<file path="src/rtl/cpu_types_pkg.sv">
`default_nettype none
//----------------------------------------------------------------------
// Module  : cpu_types_pkg
// Desc    : Shared datapath types and memory-stage state encoding
// Rev     : 1.0
//----------------------------------------------------------------------
package cpu_types_pkg;
  localparam int WORD_W = 32;
  localparam int REG_W  = 5;

  typedef logic [WORD_W-1:0] word_t;
  typedef logic [REG_W-1:0]  regbits_t;

  typedef enum logic [1:0] {
    IDLE   = 2'd0,
    ACCESS = 2'd1,
    HALTED = 2'd2
  } memstate_t;

  function automatic logic isMemOp(input logic dREN, input logic dWEN);
    return dREN | dWEN;
  endfunction
endpackage
`default_nettype wire

</file>
<file path="src/rtl/ex_mem_if.sv">
`default_nettype none
//----------------------------------------------------------------------
// Module  : ex_mem_if
// Desc    : EX/MEM latch bundle: EX inputs, data-memory port, MEM outputs
// Rev     : 1.0
//----------------------------------------------------------------------
interface ex_mem_if #(
  parameter int CNT_W = 16
);
  import cpu_types_pkg::*;

  logic             ex_valid, flush, ex_dREN, ex_dWEN;
  logic             ex_regWrite, ex_MemtoReg, ex_HALT;
  regbits_t         ex_wsel;
  word_t            ex_aluout, ex_rdat2, ex_pcp4;
  logic             dhit;
  word_t            dmemload;
  logic             dmemREN, dmemWEN;
  word_t            dmemaddr, dmemstore;
  logic             busy;
  logic             mem_valid, mem_regWrite, mem_MemtoReg, mem_HALT;
  regbits_t         mem_wsel;
  word_t            mem_aluout, mem_pcp4, mem_dload;
  logic             halt;
  logic [CNT_W-1:0] stall_cnt;

  modport ex_mem (
    input  ex_valid, flush, ex_dREN, ex_dWEN, ex_regWrite, ex_MemtoReg, ex_HALT,
    input  ex_wsel, ex_aluout, ex_rdat2, ex_pcp4, dhit, dmemload,
    output dmemREN, dmemWEN, dmemaddr, dmemstore, busy,
    output mem_valid, mem_regWrite, mem_MemtoReg, mem_HALT, mem_wsel,
    output mem_aluout, mem_pcp4, mem_dload, halt, stall_cnt
  );
endinterface
`default_nettype wire

</file>
<file path="src/rtl/sat_counter.sv">
`default_nettype none
//----------------------------------------------------------------------
// Module  : sat_counter
// Desc    : Up-counter that sticks at all-ones instead of wrapping
// Rev     : 1.0
//----------------------------------------------------------------------
module sat_counter #(
  parameter int CNT_W = 16
) (
  input  logic             CLK,
  input  logic             nRST,
  input  logic             inc,
  output logic [CNT_W-1:0] count
);
  logic [CNT_W-1:0] r_count;

  always_ff @(posedge CLK or negedge nRST) begin
    if (!nRST) begin
      r_count <= '0;
    end else if (inc && (r_count != '1)) begin
      r_count <= r_count + 1'b1;
    end
  end

  assign count = r_count;
endmodule
`default_nettype wire

</file>
<file path="src/rtl/ex_mem_stage.sv">
`default_nettype none
//----------------------------------------------------------------------
// Module  : ex_mem_stage
// Desc    : EX/MEM register with data-memory handshake and sticky halt
// Rev     : 1.0
//----------------------------------------------------------------------
module ex_mem_stage #(
  parameter int CNT_W = 16
) (
  input logic      CLK,
  input logic      nRST,
  ex_mem_if.ex_mem emif
);
  import cpu_types_pkg::*;

  memstate_t        r_state;
  logic             r_valid, r_regWrite, r_MemtoReg, r_HALT, r_dREN, r_dWEN;
  regbits_t         r_wsel;
  word_t            r_aluout, r_rdat2, r_pcp4, r_dload;
  logic             w_access, w_load, w_take, w_exMem, w_stallInc;
  logic [CNT_W-1:0] w_stallCnt;

  assign w_access   = (r_state == ACCESS);
  // The register only advances when no memory access is outstanding.
  assign w_load     = (r_state == IDLE) || (w_access && emif.dhit);
  assign w_take     = emif.ex_valid && !emif.flush;
  assign w_exMem    = w_take && isMemOp(emif.ex_dREN, emif.ex_dWEN);
  assign w_stallInc = w_access && !emif.dhit;

  always_ff @(posedge CLK or negedge nRST) begin
    if (!nRST) begin
      r_state    <= IDLE;
      r_valid    <= 1'b0;
      r_regWrite <= 1'b0;
      r_MemtoReg <= 1'b0;
      r_HALT     <= 1'b0;
      r_dREN     <= 1'b0;
      r_dWEN     <= 1'b0;
      r_wsel     <= '0;
      r_aluout   <= '0;
      r_rdat2    <= '0;
      r_pcp4     <= '0;
      r_dload    <= '0;
    end else begin
      if (w_access && emif.dhit && r_dREN) begin
        r_dload <= emif.dmemload;
      end
      if (w_load) begin
        r_valid    <= w_take;
        r_regWrite <= w_take && emif.ex_regWrite;
        r_MemtoReg <= w_take && emif.ex_MemtoReg;
        r_HALT     <= w_take && emif.ex_HALT;
        r_dREN     <= w_take && emif.ex_dREN;
        // A combined read/write request is served as a load.
        r_dWEN     <= w_take && emif.ex_dWEN && !emif.ex_dREN;
        if (w_take) begin
          r_wsel   <= emif.ex_wsel;
          r_aluout <= emif.ex_aluout;
          r_rdat2  <= emif.ex_rdat2;
          r_pcp4   <= emif.ex_pcp4;
        end
        if (w_access && r_HALT) begin
          r_state <= HALTED;
        end else if (w_exMem) begin
          r_state <= ACCESS;
        end else if (w_take && emif.ex_HALT) begin
          r_state <= HALTED;
        end else begin
          r_state <= IDLE;
        end
      end
    end
  end

  sat_counter #(
    .CNT_W (CNT_W)
  ) u_stallCnt (
    .CLK   (CLK),
    .nRST  (nRST),
    .inc   (w_stallInc),
    .count (w_stallCnt)
  );

  assign emif.dmemREN      = w_access && r_dREN;
  assign emif.dmemWEN      = w_access && r_dWEN;
  assign emif.dmemaddr     = r_aluout;
  assign emif.dmemstore    = r_rdat2;
  assign emif.busy         = w_access ? !emif.dhit : (r_state == HALTED);
  assign emif.halt         = (r_state == HALTED);
  assign emif.mem_valid    = r_valid;
  assign emif.mem_regWrite = r_regWrite;
  assign emif.mem_MemtoReg = r_MemtoReg;
  assign emif.mem_HALT     = r_HALT;
  assign emif.mem_wsel     = r_wsel;
  assign emif.mem_aluout   = r_aluout;
  assign emif.mem_pcp4     = r_pcp4;
  assign emif.mem_dload    = r_dload;
  assign emif.stall_cnt    = w_stallCnt;
endmodule
`default_nettype wire

</file>
<file path="src/flat_wrapper.sv">
// flat-port wrapper written by rule: the top's interface ports become plain ports
module ex_mem_stage_flat import cpu_types_pkg::*;
#(
  parameter int CNT_W = 16
)
  (CLK, nRST, emif_ex_valid, emif_flush, emif_ex_dREN, emif_ex_dWEN, emif_ex_regWrite, emif_ex_MemtoReg, emif_ex_HALT, emif_ex_wsel, emif_ex_aluout, emif_ex_rdat2, emif_ex_pcp4, emif_dhit, emif_dmemload, emif_dmemREN, emif_dmemWEN, emif_dmemaddr, emif_dmemstore, emif_busy, emif_mem_valid, emif_mem_regWrite, emif_mem_MemtoReg, emif_mem_HALT, emif_mem_wsel, emif_mem_aluout, emif_mem_pcp4, emif_mem_dload, emif_halt, emif_stall_cnt);
  ex_mem_if #(.CNT_W(CNT_W)) emif_i ();
  input logic CLK;
  input logic nRST;
  input wire logic [$bits(emif_i.ex_valid)-1:0] emif_ex_valid;
  input wire logic [$bits(emif_i.flush)-1:0] emif_flush;
  input wire logic [$bits(emif_i.ex_dREN)-1:0] emif_ex_dREN;
  input wire logic [$bits(emif_i.ex_dWEN)-1:0] emif_ex_dWEN;
  input wire logic [$bits(emif_i.ex_regWrite)-1:0] emif_ex_regWrite;
  input wire logic [$bits(emif_i.ex_MemtoReg)-1:0] emif_ex_MemtoReg;
  input wire logic [$bits(emif_i.ex_HALT)-1:0] emif_ex_HALT;
  input wire logic [$bits(emif_i.ex_wsel)-1:0] emif_ex_wsel;
  input wire logic [$bits(emif_i.ex_aluout)-1:0] emif_ex_aluout;
  input wire logic [$bits(emif_i.ex_rdat2)-1:0] emif_ex_rdat2;
  input wire logic [$bits(emif_i.ex_pcp4)-1:0] emif_ex_pcp4;
  input wire logic [$bits(emif_i.dhit)-1:0] emif_dhit;
  input wire logic [$bits(emif_i.dmemload)-1:0] emif_dmemload;
  output wire logic [$bits(emif_i.dmemREN)-1:0] emif_dmemREN;
  output wire logic [$bits(emif_i.dmemWEN)-1:0] emif_dmemWEN;
  output wire logic [$bits(emif_i.dmemaddr)-1:0] emif_dmemaddr;
  output wire logic [$bits(emif_i.dmemstore)-1:0] emif_dmemstore;
  output wire logic [$bits(emif_i.busy)-1:0] emif_busy;
  output wire logic [$bits(emif_i.mem_valid)-1:0] emif_mem_valid;
  output wire logic [$bits(emif_i.mem_regWrite)-1:0] emif_mem_regWrite;
  output wire logic [$bits(emif_i.mem_MemtoReg)-1:0] emif_mem_MemtoReg;
  output wire logic [$bits(emif_i.mem_HALT)-1:0] emif_mem_HALT;
  output wire logic [$bits(emif_i.mem_wsel)-1:0] emif_mem_wsel;
  output wire logic [$bits(emif_i.mem_aluout)-1:0] emif_mem_aluout;
  output wire logic [$bits(emif_i.mem_pcp4)-1:0] emif_mem_pcp4;
  output wire logic [$bits(emif_i.mem_dload)-1:0] emif_mem_dload;
  output wire logic [$bits(emif_i.halt)-1:0] emif_halt;
  output wire logic [$bits(emif_i.stall_cnt)-1:0] emif_stall_cnt;
  assign emif_i.ex_valid = emif_ex_valid;
  assign emif_i.flush = emif_flush;
  assign emif_i.ex_dREN = emif_ex_dREN;
  assign emif_i.ex_dWEN = emif_ex_dWEN;
  assign emif_i.ex_regWrite = emif_ex_regWrite;
  assign emif_i.ex_MemtoReg = emif_ex_MemtoReg;
  assign emif_i.ex_HALT = emif_ex_HALT;
  assign emif_i.ex_wsel = emif_ex_wsel;
  assign emif_i.ex_aluout = emif_ex_aluout;
  assign emif_i.ex_rdat2 = emif_ex_rdat2;
  assign emif_i.ex_pcp4 = emif_ex_pcp4;
  assign emif_i.dhit = emif_dhit;
  assign emif_i.dmemload = emif_dmemload;
  assign emif_dmemREN = emif_i.dmemREN;
  assign emif_dmemWEN = emif_i.dmemWEN;
  assign emif_dmemaddr = emif_i.dmemaddr;
  assign emif_dmemstore = emif_i.dmemstore;
  assign emif_busy = emif_i.busy;
  assign emif_mem_valid = emif_i.mem_valid;
  assign emif_mem_regWrite = emif_i.mem_regWrite;
  assign emif_mem_MemtoReg = emif_i.mem_MemtoReg;
  assign emif_mem_HALT = emif_i.mem_HALT;
  assign emif_mem_wsel = emif_i.mem_wsel;
  assign emif_mem_aluout = emif_i.mem_aluout;
  assign emif_mem_pcp4 = emif_i.mem_pcp4;
  assign emif_mem_dload = emif_i.mem_dload;
  assign emif_halt = emif_i.halt;
  assign emif_stall_cnt = emif_i.stall_cnt;
  ex_mem_stage #(.CNT_W(CNT_W)) u_core (.CLK(CLK), .nRST(nRST), .emif(emif_i));
endmodule
</file>
<file path="config.mk">
export PLATFORM = sky130hd
export DESIGN_NAME = ex_mem_stage_flat
export DESIGN_NICKNAME = d
export VERILOG_FILES = /design/src/rtl/cpu_types_pkg.sv /design/src/rtl/ex_mem_if.sv /design/src/rtl/sat_counter.sv /design/src/rtl/ex_mem_stage.sv /design/src/flat_wrapper.sv
export SDC_FILE = /design/constraint.sdc
export NUM_CORES = 1
export LEC_CHECK = 0
export CORE_UTILIZATION = 40
export DETAILED_ROUTE_END_ITERATION = 10
export PLACE_DENSITY = 0.81
export SLEW_MARGIN = 20
export SYNTH_ARGS = -nofsm -noshare
export SYNTH_HDL_FRONTEND = slang
export SYNTH_SLANG_ARGS = --single-unit
</file>
<file path="constraint.sdc">
create_clock -name CLK -period 2.41 [get_ports CLK]
set_clock_uncertainty 0.05 [all_clocks]
set_input_delay 0.482 -clock CLK [delete_from_list [all_inputs] [get_ports CLK]]
set_output_delay 0.482 -clock CLK [all_outputs]
set_load 0.05 [all_outputs]
</file>
* Yosys cells after proc, flatten, opt, wreduce, memory -nomap -nowiden
Cells that the tools add are included.
Operators by class: $add $sub $neg 1, multipliers 0, divide/modulo/power cells 0, order comparisons 0, eq/ne operators 3, shift-type cells 0, muxes and demuxes 4, bitwise operators 1, reduce and logical (&&, ||, !) cells 21
Operator list (count):
- $add 16x1->16 const B | 1
- $ne 16x16->1 const B | 1
- $logic_and 1x1->1 | 15
- $mux 2 | 3
- $logic_not 1->1 | 3
- $eq 2x1->1 const B | 1
- $eq 2x2->1 const B | 1
- $logic_not 2->1 | 1
- $reduce_and 2->1 | 1
- $logic_or 1x1->1 | 1
- $mux 1 | 1
- $or 1x1->1 | 1
Storage, ports and cells: flip-flop bits (word level) 157, bits in latches 0, memory bits (writable) 0, bits in read-only memories 0, input port bits 143, output and inout bits 189, logic and storage cells 43, memories 0

* Logic depth before layout (Yosys ltp)
Gate-level depths: netlist of run 1.
word-level depth 6, depth in mapped cells 7

* By module
From an unflattened synthesis of run 1, not the netlist that was laid out.
Unflattened totals: cells, all modules 418, area, all modules 6562.5 µm²
Modules (own cells, without submodules):
- ex_mem_stage | instances 1, cells each 346, area each 5703.0 µm², seq. area each 3528.4 µm²
- sat_counter | instances 1, cells each 72, area each 859.6 µm², seq. area each 400.4 µm²

* Worst setup path before layout of run 1
OpenSTA, ideal clock, no wires.
kind register to output, start point register u_core.r_state[1], end point output port emif_busy, data arrival time 1.534 ns, path slack 0.344 ns, stages on the path, launching flop included 3, cell sequence dfrtp_1 inv_1 o21ai_0
Between the ends: longest elaborated chain between the ends 2, elaborated cells on any way between the ends 3, those cells by class 2 x eq/ne; 1 x mux
RTL lines:
- start: declaration | line ex_mem_stage.sv:16 | memstate_t r_state;
- start signal: assignment | line ex_mem_stage.sv:32 | r_state <= IDLE;
- start signal: assignment | line ex_mem_stage.sv:63 | r_state <= HALTED;
- start signal: assignment | line ex_mem_stage.sv:65 | r_state <= ACCESS;
- $eq 2x2->1 or $eq 2x1->1 (tied branches) | line ex_mem_stage.sv:88, ex_mem_stage.sv:23
- $mux 1 * | line ex_mem_stage.sv:88 | assign emif.busy = w_access ? !emif.dhit : (r_state == HALTED);
- end: declaration | line flat_wrapper.sv:27 | output wire logic [$bits(emif_i.busy)-1:0] emif_busy;
Mark *: on every way between the ends. The rest lies on a longest branch, timed or not.

* Final worst setup path of run 1
start point register u_core.u_stallCnt.r_count[15], in the netlist u_core.u_stallCnt.count[15], end point output port emif_stall_cnt[15]
RTL lines:
- start: declaration | line sat_counter.sv:15 | logic [CNT_W-1:0] r_count;
- start signal: assignment | line sat_counter.sv:21 | r_count <= r_count + 1'b1;
- end: declaration | line flat_wrapper.sv:37 | output wire logic [$bits(emif_i.stall_cnt)-1:0] emif_stall_cnt;
No word-level cell between the ends.

==> impl_results.md, run 1 <==
- Io pins: 332
- Initial antenna violation count: 0
- Period utilization: 94.0%
- Vias per cell: 4.69
- Status: completed
- Largest net degree at the start of global routing: 56
- Crit-path max FO: 7
- First-pass GRT wire length: 25700 um
- Via Count: 4539
- Clock Pin Slew Worst Setup and Hold Paths: 0.06 ns
- Post-Layout Cell Count: 968
- CTS tree: done
- Hold_ws: 0.452 ns
- Drt first pass iters: 4
- Net Sw Frac: 23.7%
- Clk buf depth: 2
- Yosys top cell area share: 62.2%
- Clock tree sinks: 157
- Maximum clock rate: 0.441 GHz
- Unrepaired setup endpoints after global routing: false
- Placed insts: 938
- CP top delay family: buffers and inverters
- Wire per inst: 17.1 um
- Pwr dens: 624 nW/um^2
- Ys Warns: 0
- Cell-by-cell trace of the critical path: clkdlybuf4s50_1
- Worst Tran Pin Value: 0.581 ns
- Full die area: 16300 sq um
- Total GRT Usage: 20.9%
- WS Path Type: reg -> out
- Synth top area cells: dfrtp_1, mux2_2, buf_4
- Die Y: 128 um
- P_sw: 1.53 mW
- Synth area leader: dfrtp_1
- Critical path data arrival time: 1.73 ns
- Synthesized cell area: 6310 sq um
- EDFF count, synth: 0
- Crit Reg-Reg Startpoint: u_core.u_stallCnt.count[0]$_DFFE_PN0P_
- #FFs+latches synth: 157
- Synth Flop Type: dfrtp_1
- DR iter-0 viols: 162
- Vias in the first global route: 4851
- H-Tree Level Count: 4
- Core Box Area: 15300 sq um
- Layout cells sized above 1: 24.4%
- Gr ovfl total: 0
- Routed wire length: 16600 um
- CP bufs+invs: 1
- Diodes inserted: 0
- Netlist cell types: 29
- Slowest CP cell: clkdlybuf4s50_1
- Share of total power in combinational logic: 13.7%
- Num rows: 45
- Sequential power share: 42.6%
- Clock power frac: 43.7%
- Layout area overhead: 63.9%
- Crit path launch: u_core.u_stallCnt.count[15]$_DFFE_PN0P_
- Max-cap violation count: 0
- Skew-Pair Late Insertion Delay: 0.42 ns
- Crit path largest cell delay: 0.88 ns
- Clock Root Buffer: clkbuf_16
- Avg Cell Area, Syn: 14.7 sq um
- Max-Slew Margin vs Limit: 61.2%
- Num CTS Buffers: 17
- Sequential element share of the synthesized area: 62.2%
- Synth Instances: 431
- Commonest cells in the netlist: dfrtp_1, mux2_2, buf_4, nand2_1, o21ai_0
- Min-delay src: u_core.emif.mem_dload[8]$_DFFE_PN0P_
- Fin crit period: 2.27 ns
- Ys async rst share: 100%
- Mapped Nets: 575
- Hpwl dp: 12500 um
- Setup TNS: 0 ns
- DR DRC count: 0
- Top-count cell post-synth: dfrtp_1
- Nets: 891
- CP required: 1.88 ns
- Final ANT Viol Nets: 0
- Leakage Power: 4.63 nW
- Port Buf Inserts: 331
- HP Class: reg -> reg
- Initial Utilization: 41.2%
- Final hold vios: 0
- VDD IR-drop max: 446 uV
- Internal power: 4.93 mW
- Routability Congestion: 0.850
- Startpoint types: flip-flop
- Endpoints failing setup: 0
- Die Wd: 128 um
- Critical Path Sink Type: output pin
- Slew Limit Fails: 0
[stage by stage]
step,worst slack (ns),instance area [sq um],util [%],total power [mW]
after detailed placement,0.141,9710,63.4,3.69
final,0.144,10300,67.6,6.46
after CTS,0.0246,10300,67.6,6.54
after floorplan,0.344,6310,-,3.21
after global routing,0.0855,10300,67.6,6.69
after global placement,0.168,9710,63.4,3.67
[repair_timing]
item | 4_1_cts | 5_1_grt
setup endpoints to repair | 0 | 1
buffers inserted | 0 | 0
gates resized for setup | 0 | 1
hold endpoints to repair | 51 | 0
hold buffers | 1 | 0
[cell type report]
class                           count  area (sq um)
Clock inverter                     12           198
Timing Repair Buffer              346          3490
Sequential cell                   157          3930
Clock buffer                       17           425
Fill cell                        1091          4970
Inverter                            7          26.3
Tap cell                          211           264
Multi-Input combinational cell    218          2020
[worst paths after layout]
kind,to,slack (ns),depth (start not counted)
worst min-delay path,u_core.emif.mem_dload[8]$_DFFE_PN0P_,0.45,1
min in group asynchronous,u_core.emif.mem_pcp4[2]$_DFFE_PN0P_,0.54,2
worst max register to register,u_core.u_stallCnt.count[1]$_DFFE_PN0P_,0.54,5
max in group asynchronous,u_core.emif.dmemstore[0]$_DFFE_PN0P_,1.04,3
worst min register to register,u_core.emif.mem_dload[8]$_DFFE_PN0P_,0.45,1
worst max-delay path,emif_stall_cnt[15],0.14,1
[sequential cells by signal, summed over array words and instances, names as in the netlist]
name and cells:
u_core.emif.dmemaddr 32, u_core.emif.dmemstore 32, u_core.emif.mem_HALT 1, u_core.emif.mem_MemtoReg 1, u_core.emif.mem_dload 32, u_core.emif.mem_pcp4 32
u_core.emif.mem_regWrite 1, u_core.emif.mem_valid 1, u_core.emif.mem_wsel 5, u_core.r_dREN 1, u_core.r_dWEN 1, u_core.r_state 2
u_core.u_stallCnt.count 16
[placed cells by master, fill, tap and decap left out, types with 5 or more instances in the layout]
master             n
nor2_1             5
nand2_1           14
o21ai_0           11
inv_1              7
xnor2_1            7
nand3_1            9
dfrtp_1          157
a21oi_1            7
buf_4             12
mux2_2           135
buf_12             5
clkdlybuf4s50_1  326
clkbuf_16         17
bufinv_16          5
[worst reg2reg max path, cell delays in order (launching register included)]
cell,delay (ns)
dfrtp_1,0.39
ha_1,0.18
and3_1,0.23
nand2_1,0.18
o31a_4,0.41
mux2_4,0.30
[layer usage]
| layer | GRT usage, % | wire, um | vias to the layer above |
|---|---|---|---|
| met4 | 10.4 | 493 | 0 |
| met2 | 37.1 | 8630 | 201 |
| met1 | 22.3 | 6110 | 2214 |
| met3 | 7.12 | 1360 | 33 |
| met5 | 0 | 0 | - |
| li1 | - | - | 2091 |
[cell families after synthesis]
logic type	count (synthesis)	share of synthesized area (%)
flip-flops	157	62.2
multiplexers	136	24.3
adder cells (fa/ha/maj)	1	0.198
AND/OR/NAND/NOR	46	3.61
buffers and inverters	56	5.85
AO/OA/AOI/OAI	25	2.44
XOR/XNOR	10	1.39
[power groups by stage]
stage               clock (mW)  sequential (mW)  combinational (mW)
finish                    2.83             2.75               0.885
global placement             0             2.79               0.879
CTS                       2.90             2.75               0.895
detailed placement           0             2.80               0.889
global route              3.01             2.76               0.927
floorplan                    0             3.03               0.177
(Power assumes the default switching activity.)
==> inputs of run 2 (changes only) <==
Settings changed: MAX_ROUTING_LAYER from default to met4.
==> impl_results.md, run 2 (synthesis results as in run 1) <==
- Pwr dens: 625 nW/um^2 (about the same)
- Clock power frac: 43.8% (about the same)
- Unrepaired setup endpoints after global routing: false
- CP required: 1.88 ns (about the same)
- Initial antenna violation count: 0 (unchanged)
- Clock Root Buffer: clkbuf_16
- Nets: 891 (unchanged)
- Critical Path Sink Type: output pin
- Critical path data arrival time: 1.73 ns (about the same)
- Worst Tran Pin Value: 0.580 ns (-0.000499 ns)
- HP Class: reg -> reg
- Cell-by-cell trace of the critical path: clkdlybuf4s50_1
- Total GRT Usage: 21.6% (+0.67 points)
- Clock tree sinks: 157 (unchanged)
- Hpwl dp: 12500 um (unchanged)
- DR iter-0 viols: 167 (+3.1%)
- Routability Congestion: 0.864 (+1.6%)
- Period utilization: 94.0% (about the same)
- Die Wd: 128 um (unchanged)
- Fin util: 67.6% (unchanged)
- VDD IR-drop max: 446 uV (about the same)
- Final ANT Viol Nets: 0 (unchanged)
- Sequential power share: 42.5% (about the same)
- Num CTS Buffers: 17 (unchanged)
- Most frequent cells in the layout: clkdlybuf4s50_1, dfrtp_1, mux2_2
- Slew Limit Fails: 0 (unchanged)
- Commonest non-fill, non-tap cell in the layout: clkdlybuf4s50_1
- First-pass GRT wire length: 25600 um (-0.24%)
- FF/Latch Area: 3930 sq um (unchanged)
- Maximum clock rate: 0.442 GHz (about the same)
- Vias in the first global route: 4883 (+0.66%)
- Gr ovfl total: 0 (unchanged)
- Core Box Area: 15300 sq um (unchanged)
- Full die area: 16300 sq um (unchanged)
- Layout area overhead: 63.9% (unchanged)
- Layout cells sized above 1: 24.4% (unchanged)
- DP Area: 9710 sq um (unchanged)
- Crit-path max FO: 7 (unchanged)
- CTS tree: done
- Slowest CP cell: clkdlybuf4s50_1
- Max-cap violation count: 0 (unchanged)
- Via Count: 4559 (+0.44%)
- Setup TNS: 0 ns (unchanged)
- Share of total power in combinational logic: 13.7% (about the same)
- Post-CTS setup buffer count: 0 (unchanged)
- P_sw: 1.54 mW (+0.23%)
- Net Sw Frac: 23.8% (+0.042 points)
- Largest net degree at the start of global routing: 56 (unchanged)
- Diodes inserted: 0 (unchanged)
- Clk buf depth: 2 (unchanged)
- Die Y: 128 um (unchanged)
- Skew-Pair Late Insertion Delay: 0.41 ns (about the same)
- WS Path Type: reg -> out
- H-Tree Level Count: 4 (unchanged)
- Startpoint types: flip-flop
- Num rows: 45 (unchanged)
- Internal power: 4.93 mW (about the same)
- Endpoints failing setup: 0 (unchanged)
- Fin area: 10300 sq um (unchanged)
- Routed wire length: 16600 um (about the same)
- Wire per inst: 17.1 um (about the same)
- Port Buf Inserts: 331 (unchanged)
- CP bufs+invs: 1 (unchanged)
- Final hold vios: 0 (unchanged)
- Io pins: 332 (unchanged)
- Drt first pass iters: 4 (unchanged)
- Vias per cell: 4.71 (+0.44%)
- Leakage Power: 4.63 nW (unchanged)
- Status: completed
- Clock Pin Slew Worst Setup and Hold Paths: 0.06 ns (about the same)
- Fill count: 1091 (unchanged)
- DR DRC count: 0 (unchanged)
- Crit path largest cell delay: 0.88 ns (about the same)
- CP top delay family: buffers and inverters
- Initial Utilization: 41.2% (unchanged)
- Max-Slew Margin vs Limit: 61.2% (about the same)
- Area occupied by multi-input gates: 2020 sq um (unchanged)
- Fin crit period: 2.26 ns (-0.00192 ns)
## run 2: power by group through the flow
stage / Combinational [mW] / Clock [mW] / Sequential [mW]
after floorplan: 0.177 / 0 / 3.03
after global placement: 0.879 / 0 / 2.79
after detailed placement: 0.889 / 0 / 2.80
after CTS: 0.895 / 2.90 / 2.75
after global routing: 0.927 / 3.01 / 2.76
final: 0.885 / 2.83 / 2.75
## run 2: final cells by class
cell class / instances / area share, %
flip-flops and latches: 157 / 38.0
repair buffers: 346 / 33.7
multi-input cells: 218 / 19.5
clock buffers: 17 / 4.11
well taps: 211 / 2.55
clock inverters: 12 / 1.91
inverters: 7 / 0.254
## run 2: worst paths after layout
| check | from | end | slack, ns | cells after the start |
|---|---|---|---|---|
| worst max-delay path | u_core.u_stallCnt.count[15]$_DFFE_PN0P_ | emif_stall_cnt[15] | 0.15 | 1 |
| worst min-delay path | u_core.emif.mem_dload[8]$_DFFE_PN0P_ | u_core.emif.mem_dload[8]$_DFFE_PN0P_ | 0.45 | 1 |
| worst max register to register | u_core.u_stallCnt.count[0]$_DFFE_PN0P_ | u_core.u_stallCnt.count[1]$_DFFE_PN0P_ | 0.54 | 5 |
| worst min register to register | u_core.emif.mem_dload[8]$_DFFE_PN0P_ | u_core.emif.mem_dload[8]$_DFFE_PN0P_ | 0.45 | 1 |
| max in group asynchronous | nRST | u_core.emif.dmemstore[0]$_DFFE_PN0P_ | 1.04 | 3 |
| min in group asynchronous | nRST | u_core.emif.mem_pcp4[2]$_DFFE_PN0P_ | 0.53 | 2 |
## run 2: what timing repair did
item,CTS,global route
resized for setup,0,1
hold buffers,1,0
endpoints found under the hold margin,51,0
setup endpoints to repair,0,1
## run 2: metrics by stage
stage	hold slack (ns)	total power, mW	instances	setup WS (ns)
floorplan	0.136	3.21	431	0.344
global placement	0.406	3.67	938	0.168
detailed placement	0.421	3.69	938	0.141
CTS	0.456	6.54	968	0.0246
global route	0.464	6.69	968	0.0864
finish	0.452	6.47	968	0.146
## run 2: layer usage
layer	vias up	global-route usage, %	routed length (um)
met5	-	-	0
met4	0	10.8	521
met3	35	5.65	1180
met2	212	37.1	8620
met1	2221	23.1	6260
li1	2091	-	-
==> inputs of run 3 (changes only) <==
Settings changed: CORE_AREA from default to 2 2 128 130, CORE_UTILIZATION 40 to default, CTS_BUF_LIST from default to sky130_fd_sc_hd__clkbuf_8, DIE_AREA from default to 0 0 130 132.
==> impl_results.md, run 3 (synthesis results as in run 1) <==
- Setup TNS: 0 ns (unchanged)
- Place WS: 0.0987 ns (-0.0424 ns)
- P_sw: 1.48 mW (-3.9%)
- DR iter-0 viols: 109 (-35%)
- Total GRT Usage: 20.7% (-0.89 points)
- Fin crit period: 2.27 ns (+0.00301 ns)
- CTS tree: done
- Startpoint types: flip-flop
- CP required: 1.88 ns (about the same)
- H-Tree Level Count: 4 (unchanged)
- Io pins: 332 (unchanged)
- Final ANT Viol Nets: 0 (unchanged)
- Global Route met1 Usage: 21.5% (-1.7 points)
- Drt first pass iters: 4 (unchanged)
- Placed insts: 942 (+0.43%)
- Routed wire length: 17300 um (+4.3%)
- Crit Reg-Reg Startpoint: u_core.u_stallCnt.count[0]$_DFFE_PN0P_
- Routability Congestion: 0.848 (-1.8%)
- Nets: 890 (-0.11%)
- Fill count: 1187 (+8.8%)
- Leakage Power: 4.54 nW (-1.9%)
- Slew Limit Fails: 0 (unchanged)
- Crit path largest cell delay: 0.84 ns (-0.04 ns)
- Net Sw Frac: 25.8% (+2.1 points)
- Skew-Pair Late Insertion Delay: 0.44 ns (+0.03 ns)
- Maximum clock rate: 0.441 GHz (-0.13%)
- Vias in the first global route: 5003 (+2.5%)
- Critical path data arrival time: 1.74 ns (about the same)
- Clk buf depth: 2 (unchanged)
- Crit path launch: u_core.u_stallCnt.count[15]$_DFFE_PN0P_
- Clock power frac: 36.4% (-7.4 points)
- Met3 usage: 5.44% (-0.21 points)
- Max-Slew Margin vs Limit: 61.7% (+0.55 points)
- Diodes inserted: 0 (unchanged)
- Layout cells sized above 1: 24.4% (-0.064 points)
- Cell-by-cell trace of the critical path: clkdlybuf4s50_1
- Period utilization: 94.1% (+0.12 points)
- Commonest non-fill, non-tap cell in the layout: clkdlybuf4s50_1
- First-pass GRT wire length: 26300 um (+2.6%)
- Via Count: 4610 (+1.1%)
- Grt peak-use layer: met2
- VDD IR-drop max: 358 uV (-20%)
- Post-Layout Cell Count: 975 (+0.72%)
- Met2 GRT Util: 36.3% (-0.79 points)
- Largest net degree at the start of global routing: 55 (-1.8%)
- Worst Tran Pin Value: 0.572 ns (-0.00830 ns)
- Clock Pin Slew Worst Setup and Hold Paths: 0.08 ns (+0.02 ns)
- Clock tree sinks: 157 (unchanged)
- CP bufs+invs: 1 (unchanged)
- Min-delay src: u_core.emif.mem_dload[26]$_DFFE_PN0P_
- Vias per cell: 4.73 (+0.39%)
- Setup ws final: 0.143 ns (-0.00301 ns)
- Endpoints failing setup: 0 (unchanged)
- Port Buf Inserts: 331 (unchanged)
- Die Wd: 130 um (+1.8%)
- HP Class: reg -> reg
- Initial Utilization: 40.2% (-1.0 points)
- Max-cap violation count: 0 (unchanged)
- Sequential power share: 48.0% (+5.5 points)
- WS Path Type: reg -> out
- CP top delay family: buffers and inverters
- Status: completed
- Hpwl dp: 13200 um (+5.4%)
- Hold_ws: 0.456 ns (+0.00417 ns)
- Layout area overhead: 60.7%
- DR DRC count: 0 (unchanged)
- Initial antenna violation count: 0 (unchanged)
- Gr ovfl total: 0 (unchanged)
- Num CTS Buffers: 17 (unchanged)
- Most frequent cells in the layout: clkdlybuf4s50_1, dfrtp_1, mux2_2
- Critical Path Sink Type: output pin
- Core Box Area: 15700 sq um (+2.6%)
- Num rows: 46 (+2.2%)
- Die Y: 132 um (+3.4%)
- Wire per inst: 17.7 um (+3.5%)
- Post-CTS setup buffer count: 0 (unchanged)
- Slowest CP cell: clkdlybuf4s50_1
- Internal power: 4.24 mW (-14%)
- Clock Root Buffer: clkbuf_8
- Unrepaired setup endpoints after global routing: false
- Share of total power in combinational logic: 15.6% (+1.9 points)
- Final hold vios: 0 (unchanged)
- Total chip power: 5.72 mW (-12%)
- Full die area: 17200 sq um (+5.3%)
- Crit-path max FO: 7 (unchanged)
- Pwr dens: 563 nW/um^2 (-9.8%)
## run 3: routing by layer
layer | share of wire (%) | vias up
met1 | 36 | 2272
met5 | 0 | -
li1 | - | 2096
met3 | 6.5 | 39
met4 | 3.6 | 0
met2 | 53 | 203
## run 3: power groups by stage
stage          sequential [mW]  combinational, mW  clock [mW]
3_3_place_gp              2.79              0.884           0
2_1_floorplan             3.03              0.177           0
6_report                  2.75              0.890        2.08
4_1_cts                   2.75              0.901        2.15
3_5_place_dp              2.80              0.896           0
5_1_grt                   2.76              0.931        2.27
## run 3: through the flow
stage	instance area (sq um)	utilization [%]
4_1_cts	10100	64.6
3_3_place_gp	9710	61.8
6_report	10100	64.6
5_1_grt	10100	64.6
2_1_floorplan	6310	-
3_5_place_dp	9710	61.8
## run 3: layout make-up
| class | count | area, sq um | share of cell area (%) |
|---|---|---|---|
| Clock inverter | 11 | 140 | 1.38 |
| Inverter | 7 | 26.3 | 0.259 |
| Multi-Input combinational cell | 218 | 2020 | 19.9 |
| Timing Repair Buffer | 345 | 3480 | 34.2 |
| Sequential cell | 157 | 3930 | 38.7 |
| Clock buffer | 21 | 289 | 2.85 |
| Tap cell | 216 | 270 | 2.66 |
## run 3: timing repair
action,in CTS,in global routing
setup endpoints to repair,1,0
endpoints found under the hold margin,49,0
gates resized for setup,1,0
hold buffers,1,0
## run 3: path summary, 6_finish.rpt
kind | cells after the start | slack (ns) | to
hold / removal | 1 | 0.46 | u_core.emif.mem_dload[26]$_DFFE_PN0P_
hold reg to reg | 1 | 0.46 | u_core.emif.mem_dload[26]$_DFFE_PN0P_
setup reg to reg | 5 | 0.53 | u_core.u_stallCnt.count[1]$_DFFE_PN0P_
setup / recovery | 1 | 0.14 | emif_stall_cnt[15]
max in group asynchronous | 3 | 1.04 | u_core.emif.mem_dload[27]$_DFFE_PN0P_
min in group asynchronous | 2 | 0.54 | u_core.emif.dmemaddr[30]$_DFFE_PN0P_
